**src/rtl/gest_pkg.sv**
```systemverilog
`default_nettype none
// ============================================================================
//  Module      : gest_pkg
//  Description : Codes shared by the sample scheduler, gest_rec and the
//                sensor port: scheduler state encoding, axis codes, hand
//                codes and a read-index helper.
//  Ports       : none (package)
//  Revision    : 1.0 - initial release
// ============================================================================
package gest_pkg;

    typedef enum logic [1:0] {
        ST_IDLE   = 2'd0,
        ST_REQ    = 2'd1,
        ST_GAP    = 2'd2,
        ST_COMMIT = 2'd3
    } state_e;

    localparam logic [1:0] AXIS_X = 2'd0;
    localparam logic [1:0] AXIS_Y = 2'd1;
    localparam logic [1:0] AXIS_Z = 2'd2;

    localparam logic HAND_1 = 1'b0;
    localparam logic HAND_2 = 1'b1;

    localparam int unsigned READS_PER_FRAME = 6;

    // Reads 0..2 belong to the starting hand, 3..5 to the other hand;
    // both halves walk x, y, z.
    function automatic logic [1:0] read_axis(input logic [2:0] idx);
        logic [2:0] a;
        a = (idx >= 3'd3) ? (idx - 3'd3) : idx;
        return a[1:0];
    endfunction

endpackage
`default_nettype wire

```
**src/rtl/sample_tick_gen.sv**
```systemverilog
`default_nettype none
// ============================================================================
//  Module      : sample_tick_gen
//  Description : Sample period counter. Counts 0..PERIOD_CYCLES-1 while
//                enabled and wraps; held at 0 while disabled.
//  Ports       : clock  - system clock
//                reset  - synchronous, active-high
//                enable - run the counter
//                tick   - high in the last cycle of each period
//  Revision    : 1.0 - initial release
// ============================================================================
module sample_tick_gen #(
    parameter int unsigned PERIOD_CYCLES = 270000
) (
    input  logic clock,
    input  logic reset,
    input  logic enable,
    output logic tick
);

    localparam int unsigned CW = $clog2(PERIOD_CYCLES);
    localparam logic [CW-1:0] LAST = CW'(PERIOD_CYCLES - 1);

    logic [CW-1:0] cnt_q, cnt_d;

    always_comb begin
        cnt_d = cnt_q;
        if (!enable) begin
            cnt_d = '0;
        end else if (cnt_q == LAST) begin
            cnt_d = '0;
        end else begin
            cnt_d = cnt_q + CW'(1);
        end
    end

    always_ff @(posedge clock) begin
        if (reset) begin
            cnt_q <= '0;
        end else begin
            cnt_q <= cnt_d;
        end
    end

    assign tick = enable && (cnt_q == LAST);

endmodule
`default_nettype wire

```
**src/rtl/hand_sample_sched.sv**
```systemverilog
`default_nettype none
// ============================================================================
//  Module      : hand_sample_sched
//  Description : Shares one sensor read port between two hand sensors,
//                performs six axis reads per sample period into a shadow
//                frame and commits it atomically to x1..z2. Flags sensor
//                timeouts and period overruns.
//  Ports       : clock, reset          - clock, synchronous active-high reset
//                enable                - sampling enabled
//                rd_req/rd_hand/rd_axis- read request and address
//                rd_ack/rd_data        - read completion and data
//                x1..z2                - committed frame
//                frame_valid           - pulse, first cycle of a new frame
//                frame_err             - pulse, frame aborted on timeout
//                overrun               - pulse, tick while a frame is active
//                err_count             - saturating timeout count
//                busy                  - frame in progress
//  Revision    : 1.0 - initial release
// ============================================================================
module hand_sample_sched
    import gest_pkg::*;
#(
    parameter int unsigned PERIOD_CYCLES = 270000,
    parameter int unsigned TIMEOUT       = 255,
    parameter int unsigned W             = 16
) (
    input  logic         clock,
    input  logic         reset,
    input  logic         enable,
    output logic         rd_req,
    output logic         rd_hand,
    output logic [1:0]   rd_axis,
    input  logic         rd_ack,
    input  logic [W-1:0] rd_data,
    output logic [W-1:0] x1,
    output logic [W-1:0] y1,
    output logic [W-1:0] z1,
    output logic [W-1:0] x2,
    output logic [W-1:0] y2,
    output logic [W-1:0] z2,
    output logic         frame_valid,
    output logic         frame_err,
    output logic         overrun,
    output logic [7:0]   err_count,
    output logic         busy
);

    localparam logic [7:0] WAIT_LAST = 8'(TIMEOUT - 1);
    localparam logic [2:0] LAST_READ = 3'(READS_PER_FRAME - 1);

    logic         tick;
    state_e       state_q, state_d;
    logic [2:0]   idx_q, idx_d;
    logic [7:0]   wait_q, wait_d;
    logic         start_hand_q, start_hand_d;
    logic         cur_hand;
    logic [1:0]   cur_axis;
    logic         capture, commit, timeout_hit, overrun_d;
    logic [W-1:0] shadow_q [2][3];

    sample_tick_gen #(
        .PERIOD_CYCLES(PERIOD_CYCLES)
    ) u_tick (
        .clock  (clock),
        .reset  (reset),
        .enable (enable),
        .tick   (tick)
    );

    // Second half of the frame reads the opposite hand.
    assign cur_hand = start_hand_q ^ (idx_q >= 3'd3);
    assign cur_axis = read_axis(idx_q);

    assign rd_req  = (state_q == ST_REQ);
    assign rd_hand = cur_hand;
    assign rd_axis = cur_axis;
    assign busy    = (state_q != ST_IDLE);

    always_comb begin
        state_d      = state_q;
        idx_d        = idx_q;
        wait_d       = wait_q;
        start_hand_d = start_hand_q;
        capture      = 1'b0;
        commit       = 1'b0;
        timeout_hit  = 1'b0;
        // A tick during a frame is reported and otherwise ignored.
        overrun_d    = tick && (state_q != ST_IDLE);

        case (state_q)
            ST_IDLE: begin
                if (tick) begin
                    state_d = ST_REQ;
                    idx_d   = 3'd0;
                    wait_d  = 8'd0;
                end
            end
            ST_REQ: begin
                if (!enable) begin
                    state_d = ST_IDLE;
                end else if (rd_ack) begin
                    // Ack takes priority over a timeout in the same cycle.
                    capture = 1'b1;
                    state_d = (idx_q == LAST_READ) ? ST_COMMIT : ST_GAP;
                end else if (wait_q == WAIT_LAST) begin
                    timeout_hit = 1'b1;
                    state_d     = ST_IDLE;
                end else begin
                    wait_d = wait_q + 8'd1;
                end
            end
            ST_GAP: begin
                if (!enable) begin
                    state_d = ST_IDLE;
                end else begin
                    idx_d   = idx_q + 3'd1;
                    wait_d  = 8'd0;
                    state_d = ST_REQ;
                end
            end
            ST_COMMIT: begin
                if (!enable) begin
                    state_d = ST_IDLE;
                end else begin
                    commit       = 1'b1;
                    start_hand_d = ~start_hand_q;
                    state_d      = ST_IDLE;
                end
            end
            default: state_d = ST_IDLE;
        endcase
    end

    always_ff @(posedge clock) begin
        if (reset) begin
            state_q      <= ST_IDLE;
            idx_q        <= 3'd0;
            wait_q       <= 8'd0;
            start_hand_q <= HAND_1;
            frame_valid  <= 1'b0;
            frame_err    <= 1'b0;
            overrun      <= 1'b0;
            err_count    <= 8'd0;
            x1           <= '0;
            y1           <= '0;
            z1           <= '0;
            x2           <= '0;
            y2           <= '0;
            z2           <= '0;
        end else begin
            state_q      <= state_d;
            idx_q        <= idx_d;
            wait_q       <= wait_d;
            start_hand_q <= start_hand_d;
            frame_valid  <= commit;
            frame_err    <= timeout_hit;
            overrun      <= overrun_d;
            if (timeout_hit && (err_count != 8'hFF)) begin
                err_count <= err_count + 8'd1;
            end
            if (commit) begin
                x1 <= shadow_q[HAND_1][AXIS_X];
                y1 <= shadow_q[HAND_1][AXIS_Y];
                z1 <= shadow_q[HAND_1][AXIS_Z];
                x2 <= shadow_q[HAND_2][AXIS_X];
                y2 <= shadow_q[HAND_2][AXIS_Y];
                z2 <= shadow_q[HAND_2][AXIS_Z];
            end
        end
    end

    // Shadow needs no reset: every path to COMMIT rewrites all six entries.
    always_ff @(posedge clock) begin
        if (capture) begin
            shadow_q[cur_hand][cur_axis] <= rd_data;
        end
    end

endmodule
`default_nettype wire

```
**config.mk**
```make
export PLATFORM = sky130hd
export DESIGN_NAME = hand_sample_sched
export DESIGN_NICKNAME = d
export VERILOG_FILES = /design/src/rtl/gest_pkg.sv /design/src/rtl/sample_tick_gen.sv /design/src/rtl/hand_sample_sched.sv
export SDC_FILE = /design/constraint.sdc
export NUM_CORES = 1
export LEC_CHECK = 0
export BUFFER_PORTS_ARGS = -buffer_cell sky130_fd_sc_hd__buf_2
export CAP_MARGIN = 25
export CORE_AREA = 2 2 190 136
export DETAILED_ROUTE_END_ITERATION = 10
export DIE_AREA = 0 0 192 138
export PLACE_DENSITY = 0.65
export SLEW_MARGIN = 20
export SYNTH_ARGS = -nofsm -noshare
export SYNTH_HDL_FRONTEND = slang
export SYNTH_SLANG_ARGS = --single-unit
```
**constraint.sdc**
```tcl
create_clock -name clock -period 6.55 [get_ports clock]
set_input_delay 1.31 -clock clock [delete_from_list [all_inputs] [get_ports clock]]
set_output_delay 1.31 -clock clock [all_outputs]
set_load 0.005 [all_outputs]
```
# Yosys cells after proc, flatten, opt, wreduce, memory -nomap -nowiden
# Memory sizes are Yosys's and may differ from the RTL's. A register that Yosys moved wholly into a read port is not among the register bits.
# Index checks and enable logic that the tools add are counted.
[totals] register_bits=44 ramBits=96 inputBits=20 out_inout_bits=112 word_cells=78 memories=1
[classes] n_addsub=5 order_cmp=3 n_eq_ne=13 n_mux=30 bitwise_logic=4 reduce_logical=13
[memory_table] name="shadow_q" words=2 word_bits=48 read_ports=2 rd_clocked_by_memory_dff=2 write_ports=1 line_no="hand_sample_sched.sv:59" rtl="logic [W-1:0] shadow_q [2][3];"
[ops] op="two-way mux 48 bit" count=1
[ops] op="two-way mux 8 bit" count=5
[ops] op="demux 16 bit (select 2 bit)" count=1
[ops] op="one-hot mux 8 bit (3 select lines)" count=1
[ops] op="adder 19 x 1 -> 19 bit (second input constant)" count=1
[ops] op="== test 19 bit (second input constant)" count=1
[ops] op="adder 8 x 1 -> 8 bit (second input constant)" count=2
[ops] op="two-way mux 16 bit" count=1
[ops] op="two-way mux 1 bit" count=12
[ops] op="two-way mux 2 bit" count=5
[ops] op="inequality test 2 bit (second input constant)" count=5
[ops] op="== test 8 bit (second input constant)" count=1
[ops] op="inequality test 8 bit (second input constant)" count=1
[ops] op="one-hot mux 2 bit (4 select lines)" count=1
[ops] op="two-way mux 3 bit" count=2
[ops] op="one-hot mux 3 bit (2 select lines)" count=1
[ops] op="AND reduction 6 bit" count=1
[ops] op="== test 2 bit (second input constant)" count=2
[ops] op="logical AND 1 bit" count=4
[ops] op="inequality test 4 x 2 -> 1 bit (second input constant)" count=1
[ops] op="AND reduction 2 bit" count=2
[ops] op="nonzero test 2 bit" count=2
[ops] op="adder 3 x 1 -> 3 bit (second input constant)" count=1
[ops] op="== test 3 bit (second input constant)" count=1
[ops] op="12 further kinds" count=13

# Depth between registers and ports, before layout
# Gate-level depths: netlist (run 1).
[depth] word_depth=8 mapped_depth=7 ltp_nobuf=7

# Hierarchy
# A second synthesis (run 1) with hierarchy kept.
[hier_totals] cells_unflattened=788 hier_area_um2=8495.6
[by_module_without_submodules] module="hand_sample_sched" n_inst=1 cells_per_inst=684 area_each_um2=7573.5 seq_area_each_um2=5305.1
[by_module_without_submodules] module="sample_tick_gen" n_inst=1 cells_per_inst=104 area_each_um2=922.1 seq_area_each_um2=380.4

# Least setup slack after synthesis (run 1)
# OpenSTA, ideal clock, no wires.
[synth_path] path_type="input port to flip-flop" start="input port enable" end="memory shadow_q[0][16] in the netlist's numbering (enable)" setup_ps=388 arrival_time_ps=2898 required_time_ps=6162 path_slack_ps=3263 path_stages=4 path_buffers=1 cell_sequence="clkbuf_1 -> nand4b_1 -> or3b_2 -> nor2_1"
[synth_via] elab_chain_cells=4
[synth_rtl] element="start, declared" line_no="hand_sample_sched.sv:29" rtl="input logic enable,"
[synth_rtl] element="two-way mux 1 bit" line_no="hand_sample_sched.sv:99" rtl="if (!enable) begin"
[synth_rtl] element="two-way mux 1 bit" line_no="hand_sample_sched.sv:90" rtl="case (state_q)"
[synth_rtl] element="two-way mux 1 bit" line_no="hand_sample_sched.sv:174" rtl="if (capture) begin"
[synth_rtl] element="two-way mux 48 bit (implied by the code)" line_no="hand_sample_sched.sv:175" rtl="shadow_q[cur_hand][cur_axis] <= rd_data;"
[synth_rtl] element="end, declared" line_no="hand_sample_sched.sv:59"
# No other way between the ends.

# Worst setup path after layout (run 1)
[layout_path] start="register idx_q[0]" end="output port rd_axis[1]"
[layout_via] elab_chain_cells=2 elab_cells_between_ends=3
[layout_rtl] element="start, declared" line_no="hand_sample_sched.sv:53" rtl="logic [2:0] idx_q, idx_d;"
[layout_rtl] element="start signal, assigned" line_no="hand_sample_sched.sv:152" rtl="idx_q <= idx_d;"
[layout_rtl] element="greater-or-equal comparator 3 x 2 -> 1 bit or subtractor 2 bit (tied branches)" line_no="gest_pkg.sv:32" rtl="a = (idx >= 3'd3) ? (idx - 3'd3) : idx;"
[layout_rtl] element="two-way mux 2 bit (*)" line_no="gest_pkg.sv:32"
[layout_rtl] element="end, declared" line_no="hand_sample_sched.sv:32" rtl="output logic [1:0] rd_axis,"
# Every way passes the cells marked *; elsewhere a longest branch is shown, timed or not.

==> results of run 1 <==
report_power, final:
part / leakage (uW) / switching [uW] / total (uW) / internal (uW)
clock: 0.000413 / 592 / 1440 / 850
combinational: 0.00133 / 39.1 / 45.7 / 6.59
sequential: 0.00199 / 0.647 / 1530 / 1530
total: 0.00374 / 632 / 3020 / 2380
per-stage QoR:
stage / area (um2) / util, %
final: 10300 / 41.3
after global routing: 10300 / 41.3
after CTS: 10300 / 41.2
after detailed placement: 9460 / 37.8
after global placement: 9460 / 37.8
after floorplan: 8490 / -
worst max-delay path by stage:
stage / endpoint
final: rd_axis[1]
after CTS: rd_axis[1]
after global placement: shadow_q[0][13]
after detailed placement: shadow_q[1][39]
after global routing: rd_axis[1]
after floorplan: shadow_q[0][16]
worst reg2reg max path, cell delays in order (launching register included):
cell	delay, ns
dfxtp_1	0.48
ha_1	0.20
ha_1	0.20
or3_1	0.16
a21o_1	0.18
inv_1	0.11
or3b_2	0.49
nor2_1	0.10
buf_4	0.27
cell families after synthesis:
| logic type | share of synthesized area, % |
|---|---|
| AND/OR/NAND/NOR | 16.6 |
| AO/OA/AOI/OAI | 11.2 |
| buffers and inverters | 2.67 |
| flip-flops | 66.9 |
| multiplexers | 0.133 |
| adder cells (fa/ha/maj) | 1.03 |
| XOR/XNOR | 1.44 |
Yosys cell counts (6+ instances only):
library cell / n
a21oi_1: 117
and3_1: 7
clkbuf_1: 37
dfxtp_1: 140
edfxtp_1: 96
ha_1: 7
inv_1: 14
nand2_1: 211
nand3_1: 13
nand4_1: 8
nor2_1: 32
nor3_1: 6
o21ai_0: 12
o31ai_1: 6
or4_1: 6
xnor2_1: 8
xor2_1: 6
area by class of cell:
cell class / count / area [um2]
clock inverters: 16 / 180
multi-input cells: 506 / 2610
repair buffers: 138 / 731
inverters: 14 / 52.6
fillers: 2429 / 14700
flip-flops and latches: 236 / 5690
well taps: 331 / 414
clock buffers: 30 / 664
registers in the layout, indices dropped and copies added, names as in the netlist:
signal        flops
idx_q             3
wait_q            8
state_q           2
y2               16
y1               16
z1               16
overrun           1
start_hand_q      1
frame_err         1
u_tick.cnt_q     19
shadow_q         96
x2               16
err_count         8
x1               16
z2               16
frame_valid       1
per-layer routing:
metal	global-route usage, %	share of wire, %	vias to the layer above
met5	0	0.060	-
met4	3.01	1.4	2
met3	3.33	6.8	27
met2	24.3	43	183
met1	24.5	49	3020
li1	-	-	3051
==> qor.yml, run 1 <==
area_growth_pct: 21.6
grt_pass1_wl_mm: 33.7
synth.top_cells.by_area: "edfxtp_1 34%, dfxtp_1 33%, nand2_1 9.3%, a21oi_1 6.9%, clkbuf_1 1.6%"
fmaxAchievable_ghz: 0.280
leakage_uw: 0.00374
clk_latency_ns: 0.52
cts_buffers: 25
layout_commonest_cell: "nand2_1"
yosysSeqAreaShare_pct: 66.9
cts_hold_buf: 0
vdd_drop_max_mv: 0.159
period_share_pct: 54.5
min_path_cells: 2
routedWlPerCell_um: 17.1
dieArea_um2: 26500
cp-start-kind: "flop"
clockRootBuffer: "clkbuf_16"
reg2reg_setup_slack_ns: 4.02
stdcell_count: 1271
synthDistinctLibCells: 50
grt_pass1_vias: 5817
hold_violations: 0
drc_errors: 0
path_buf_inv: 2
row_count: 49
clock_skew_ns: 0.0166
die_h_um: 138
diodes: 0
gp_congestion: 0.802
path_max_fanout: 8
crit_top_cell: "ha_1"
drt_iter0_markers: 460
holdPathEnd: "z2[14]"
clkTransAtPathRegs_ns: 0.06
fin_crit_ns: 3.57
cts_tree: "built"
yosysWarnings: 0
ys_ff_latch: 236
firstDrtPassIters: 5
worst_r2r_endpoint: "shadow_q[1][21]"
hold_slack_ns: 0.452
setup_slack_ns: 2.98
relSlewSlack_pct: 32.6
maxCapViolCount: 0
min_path_type: "flop to flop"
cts-htree-levels: 1
synthesis.nets: 828
cp.depth: 6
clock-sinks: 236
grt_start_max_net_pins: 98
status: "completed"
maxSlewViolCount: 0
synth_edf_count: 96
ys_async_sr_fraction_pct: 0
setup_tns_ns: 0
layout_common_cells: "211 x nand2_1, 140 x dfxtp_1, 130 x buf_2"
synthFlopType: "dfxtp_1"
synth_top_area_share_pct: 33.9
synth_cells: 801
syn_area_per_cell_um2: 10.6
pre_cts_ws_ns: 3.49
critical_path_arrival_ns: 2.26
cts_setup_buffers: 0
yosysTopAreaCell: "edfxtp_1"
syn_area_um2: 8490
pin_count: 132
die_w_um: 192
post_cts_resized: 0
initial_core_util_pct: 34.0
setup_violations: 0
cellPowerDensity_nw_per_um2: 292
slowest_stage: "dfxtp_1"
drive_above_1_share_pct: 20.5
cts.path.max_buffers: 3
worstSetupPathType: "flop to primary output"
max_stage_delay_ns: 0.39
place_inst: 1224
dpl.hpwl_mm: 13.6
crit_start: "idx_q[0]"
design.core.area_um2: 25000
nets: 948
ant_nets: 0
crit_family: "adder cells"
hp-start: "z2[14]"
drt-total-wl_mm: 21.7
p_total_uw: 3020
port_buffers: 131
grtUsageTotal_pct: 16.3
setup.worst_path.end_class: "primary output"
grt_overflow: 0
crit_chain: "ha_1 > ha_1 > or3_1 > a21o_1 > inv_1 > buf_2"
crit_required_ns: 5.24
reg2reg_depth: 8
via_per_inst: 4.94
rsz0062_at_grt: "no"
vias: 6283
tightest_slew_ns: 1.01
r2r_start: "idx_q[0]"
antenna_found_initial: 3
Power figures use the tool's default switching activity.
==> run 2, diff against run 1 <==
--- a/config.mk
+++ b/config.mk
@@ -5,11 +5,12 @@
 export SDC_FILE = /design/constraint.sdc
 export NUM_CORES = 1
 export LEC_CHECK = 0
+export ABC_AREA = 1
 export BUFFER_PORTS_ARGS = -buffer_cell sky130_fd_sc_hd__buf_2
 export CAP_MARGIN = 25
-export CORE_AREA = 2 2 190 136
+export CORE_AREA = 2 2 193 138
 export DETAILED_ROUTE_END_ITERATION = 10
-export DIE_AREA = 0 0 192 138
+export DIE_AREA = 0 0 195 140
 export PLACE_DENSITY = 0.65
 export SLEW_MARGIN = 20
 export SYNTH_ARGS = -nofsm -noshare
==> constraint.sdc (replaced) <==
create_clock -name clock -period 3.4 [get_ports clock]
set_input_delay 0.68 -clock clock [delete_from_list [all_inputs] [get_ports clock]]
set_output_delay 0.68 -clock clock [all_outputs]
set_load 0.005 [all_outputs]
==> qor.yml, run 2 <==
reg_top3: "shadow_q: 96 flops, u_tick.cnt_q: 19 flops"
synthDistinctLibCells: 38  # -24%
hp-start: "z2[9]"
setup.worst_path.end_class: "primary output"
vias: 6197  # -1.4%
via_per_inst: 4.60  # -6.9%
nets: 1024  # +8.0%
path_max_fanout: 5  # -3
final_area_um2: 10600  # +2.8%
cts_tree: "built"
die_w_um: 195  # +1.6%
critical_path_arrival_ns: 1.91  # -0.35 ns
maxCapViolCount: 0  # unchanged
port_buffers: 131  # unchanged
pin_count: 132  # unchanged
layout_common_cells: "140 x dfxtp_1, 139 x inv_1, 131 x buf_2"
worstSetupPathType: "flop to primary output"
synthFlopType: "dfxtp_1"
setup_violations: 0  # unchanged
yosysTopAreaCell: "edfxtp_1"
drc_errors: 0  # unchanged
reg2reg_setup_slack_ns: 1.09  # -2.93 ns
yosysSeqAreaShare_pct: 65.0  # -2.0 points
clock_skew_ns: 0.00832  # -0.00824 ns
layout_commonest_cell: "dfxtp_1"
leakage_uw: 0.00401  # +7.3%
gp_congestion: 0.849  # +5.8%
yosysWarnings: 0  # unchanged
cp-start-kind: "flop"
antenna_found_initial: 2  # -1
hold_slack_ns: 0.440  # -0.0114 ns
clk_latency_ns: 0.51  # about the same
multi_input_area_um2: 2380  # -8.5%
syn_area_um2: 8750  # +3.0%
clock-sinks: 236  # unchanged
tightest_slew_ns: 0.667  # -0.344 ns
fmaxAchievable_ghz: 0.387
synthXorXnorAreaFrac_pct: 1.59  # +0.14 points
maxSlewViolCount: 0  # unchanged
reg2reg_depth: 8  # unchanged
grt_overflow: 0  # unchanged
design.core.area_um2: 25400  # +1.5%
setup_slack_ns: 0.814  # -2.17 ns
cts_setup_buffers: 0  # unchanged
wl_met2_mm: 8.53  # -8.6%
ys_async_sr_fraction_pct: 0  # unchanged
rsz0062_at_grt: "no"
crit_required_ns: 2.72  # -2.52 ns
synth_mux_area_share_pct: 0  # -0.13 points
holdPathEnd: "z2[9]"
post_cts_resized: 0  # unchanged
place_inst: 1302  # +6.4%
setup_tns_ns: 0  # unchanged
dpl.hpwl_mm: 13.8  # +1.0%
r2r_start: "idx_q[1]"
grt_pass1_vias: 5711  # -1.8%
syn_area_per_cell_um2: 10.1  # -4.6%
status: "completed"
cellPowerDensity_nw_per_um2: 539  # +85%
synth-adder-area-share_pct: 1.00  # -0.031 points
routedWlPerCell_um: 15.0  # -12%
synth.top_cells.by_area: "edfxtp_1 33%, dfxtp_1 32%, a21oi_1 6.8%, inv_1 6.0%, o21ai_0 5.9%"
period_share_pct: 76.1
synthesis.nets: 892  # +7.7%
dieArea_um2: 27300  # +3.0%
top_layer: "met4"
relSlewSlack_pct: 55.5  # +23 points
synth_top_area_share_pct: 32.9  # -1.0 points
initial_core_util_pct: 34.5  # +0.53 points
ant_nets: 0  # unchanged
grt_pass1_wl_mm: 31.1  # -7.7%
grtUsageTotal_pct: 14.5  # -1.8 points
final-seq-area_um2: 5690  # unchanged
vdd_drop_max_mv: 0.331  # +110%
dr_wl_met3_mm: 1.22  # -17%
netlist_top_cells_count: "140 x dfxtp_1, 140 x inv_1, 119 x a21oi_1"
synth_cells: 865  # +8.0%
ys_ff_latch: 236  # unchanged
hold_violations: 0  # unchanged
min_path_cells: 2  # unchanged
pre_cts_ws_ns: 0.877  # -2.61 ns
diodes: 0  # unchanged
grt_start_max_net_pins: 82  # -16%
largest-register: "shadow_q"
synth_compound_area_share_pct: 13.3  # +2.1 points
min_path_type: "flop to flop"
dpl-instance-area_um2: 9820  # +3.8%
drt_iter0_markers: 493  # +7.2%
die_h_um: 140  # +1.4%
synth_edf_count: 96  # unchanged
met1_length_mm: 9.86  # -7.1%
synthSimpleGateAreaFrac_pct: 10.9  # -5.7 points
stdcell_count: 1346  # +5.9%
fillers: 2485  # +2.3%
cts-htree-levels: 1  # unchanged
clkTransAtPathRegs_ns: 0.06  # about the same
worst_r2r_endpoint: "shadow_q[1][39]"
cts_hold_buf: 0  # unchanged
cts.path.max_buffers: 3  # unchanged
largest_register_ffs: 96  # unchanged
fin_crit_ns: 2.59
clockRootBuffer: "clkbuf_16"
synth_top_family_by_area: "compound AO/OA/AOI/OAI gates"
area_growth_pct: 21.3
firstDrtPassIters: 4  # -1
drt-total-wl_mm: 20.2  # -7.0%
row_count: 49  # unchanged
cts_buffers: 24  # -4.0%
drive_above_1_share_pct: 22.0  # +1.4 points
run 2: stage by stage:
stage / utilization [%] / total power, uW
after global routing: 41.8 / 5920
after CTS: 41.8 / 5790
after detailed placement: 38.7 / 3120
final: 41.8 / 5730
after global placement: 38.7 / 3110
after floorplan: - / 3050
run 2: cell type report:
type | count | share of cell area [%]
multi-input cells | 446 | 22.4
clock buffers | 34 | 6.30
clock inverters | 10 | 1.25
repair buffers | 143 | 7.38
inverters | 146 | 5.19
well taps | 331 | 3.90
flip-flops and latches | 236 | 53.5
run 2: layer usage:
metal,global-route usage (%),vias up
met3,2.89,38
met1,21.1,2879
met2,21.2,167
met5,0,-
li1,-,3113
met4,5.18,0
run 2: cell families (layout without fill, tap and decap cells):
group | after synthesis | in the layout
adder cells (fa/ha/maj) | 7 | 7
flip-flops | 236 | 236
AO/OA/AOI/OAI | 229 | 229
buffers and inverters | 183 | 333
XOR/XNOR | 15 | 15
AND/OR/NAND/NOR | 195 | 195
run 2: worst max path at each step:
| stage | startpoint | endpoint | cells past startpoint |
|---|---|---|---|
| floorplan | idx_q[1] | shadow_q[1][0] | 7 |
| global placement | enable | shadow_q[1][32] | 8 |
| detailed placement | enable | shadow_q[1][34] | 8 |
| CTS | idx_q[1] | rd_hand | 6 |
| global route | idx_q[1] | rd_axis[1] | 7 |
| finish | idx_q[1] | rd_hand | 6 |
run 2: report_power, final:
group / switching, uW / internal, uW / total, uW
Combinational: 84.3 / 25.5 / 110
Clock: 1070 / 1600 / 2670
Sequential: 1.39 / 2940 / 2940
Total: 1150 / 4570 / 5730
run 2: critical path, cell delays in order (launching register included):
cell	delay [ns]
dfxtp_1	0.35
ha_1	0.19
ha_1	0.17
nor2_1	0.11
o21ai_2	0.11
xor2_2	0.27
buf_2	0.20
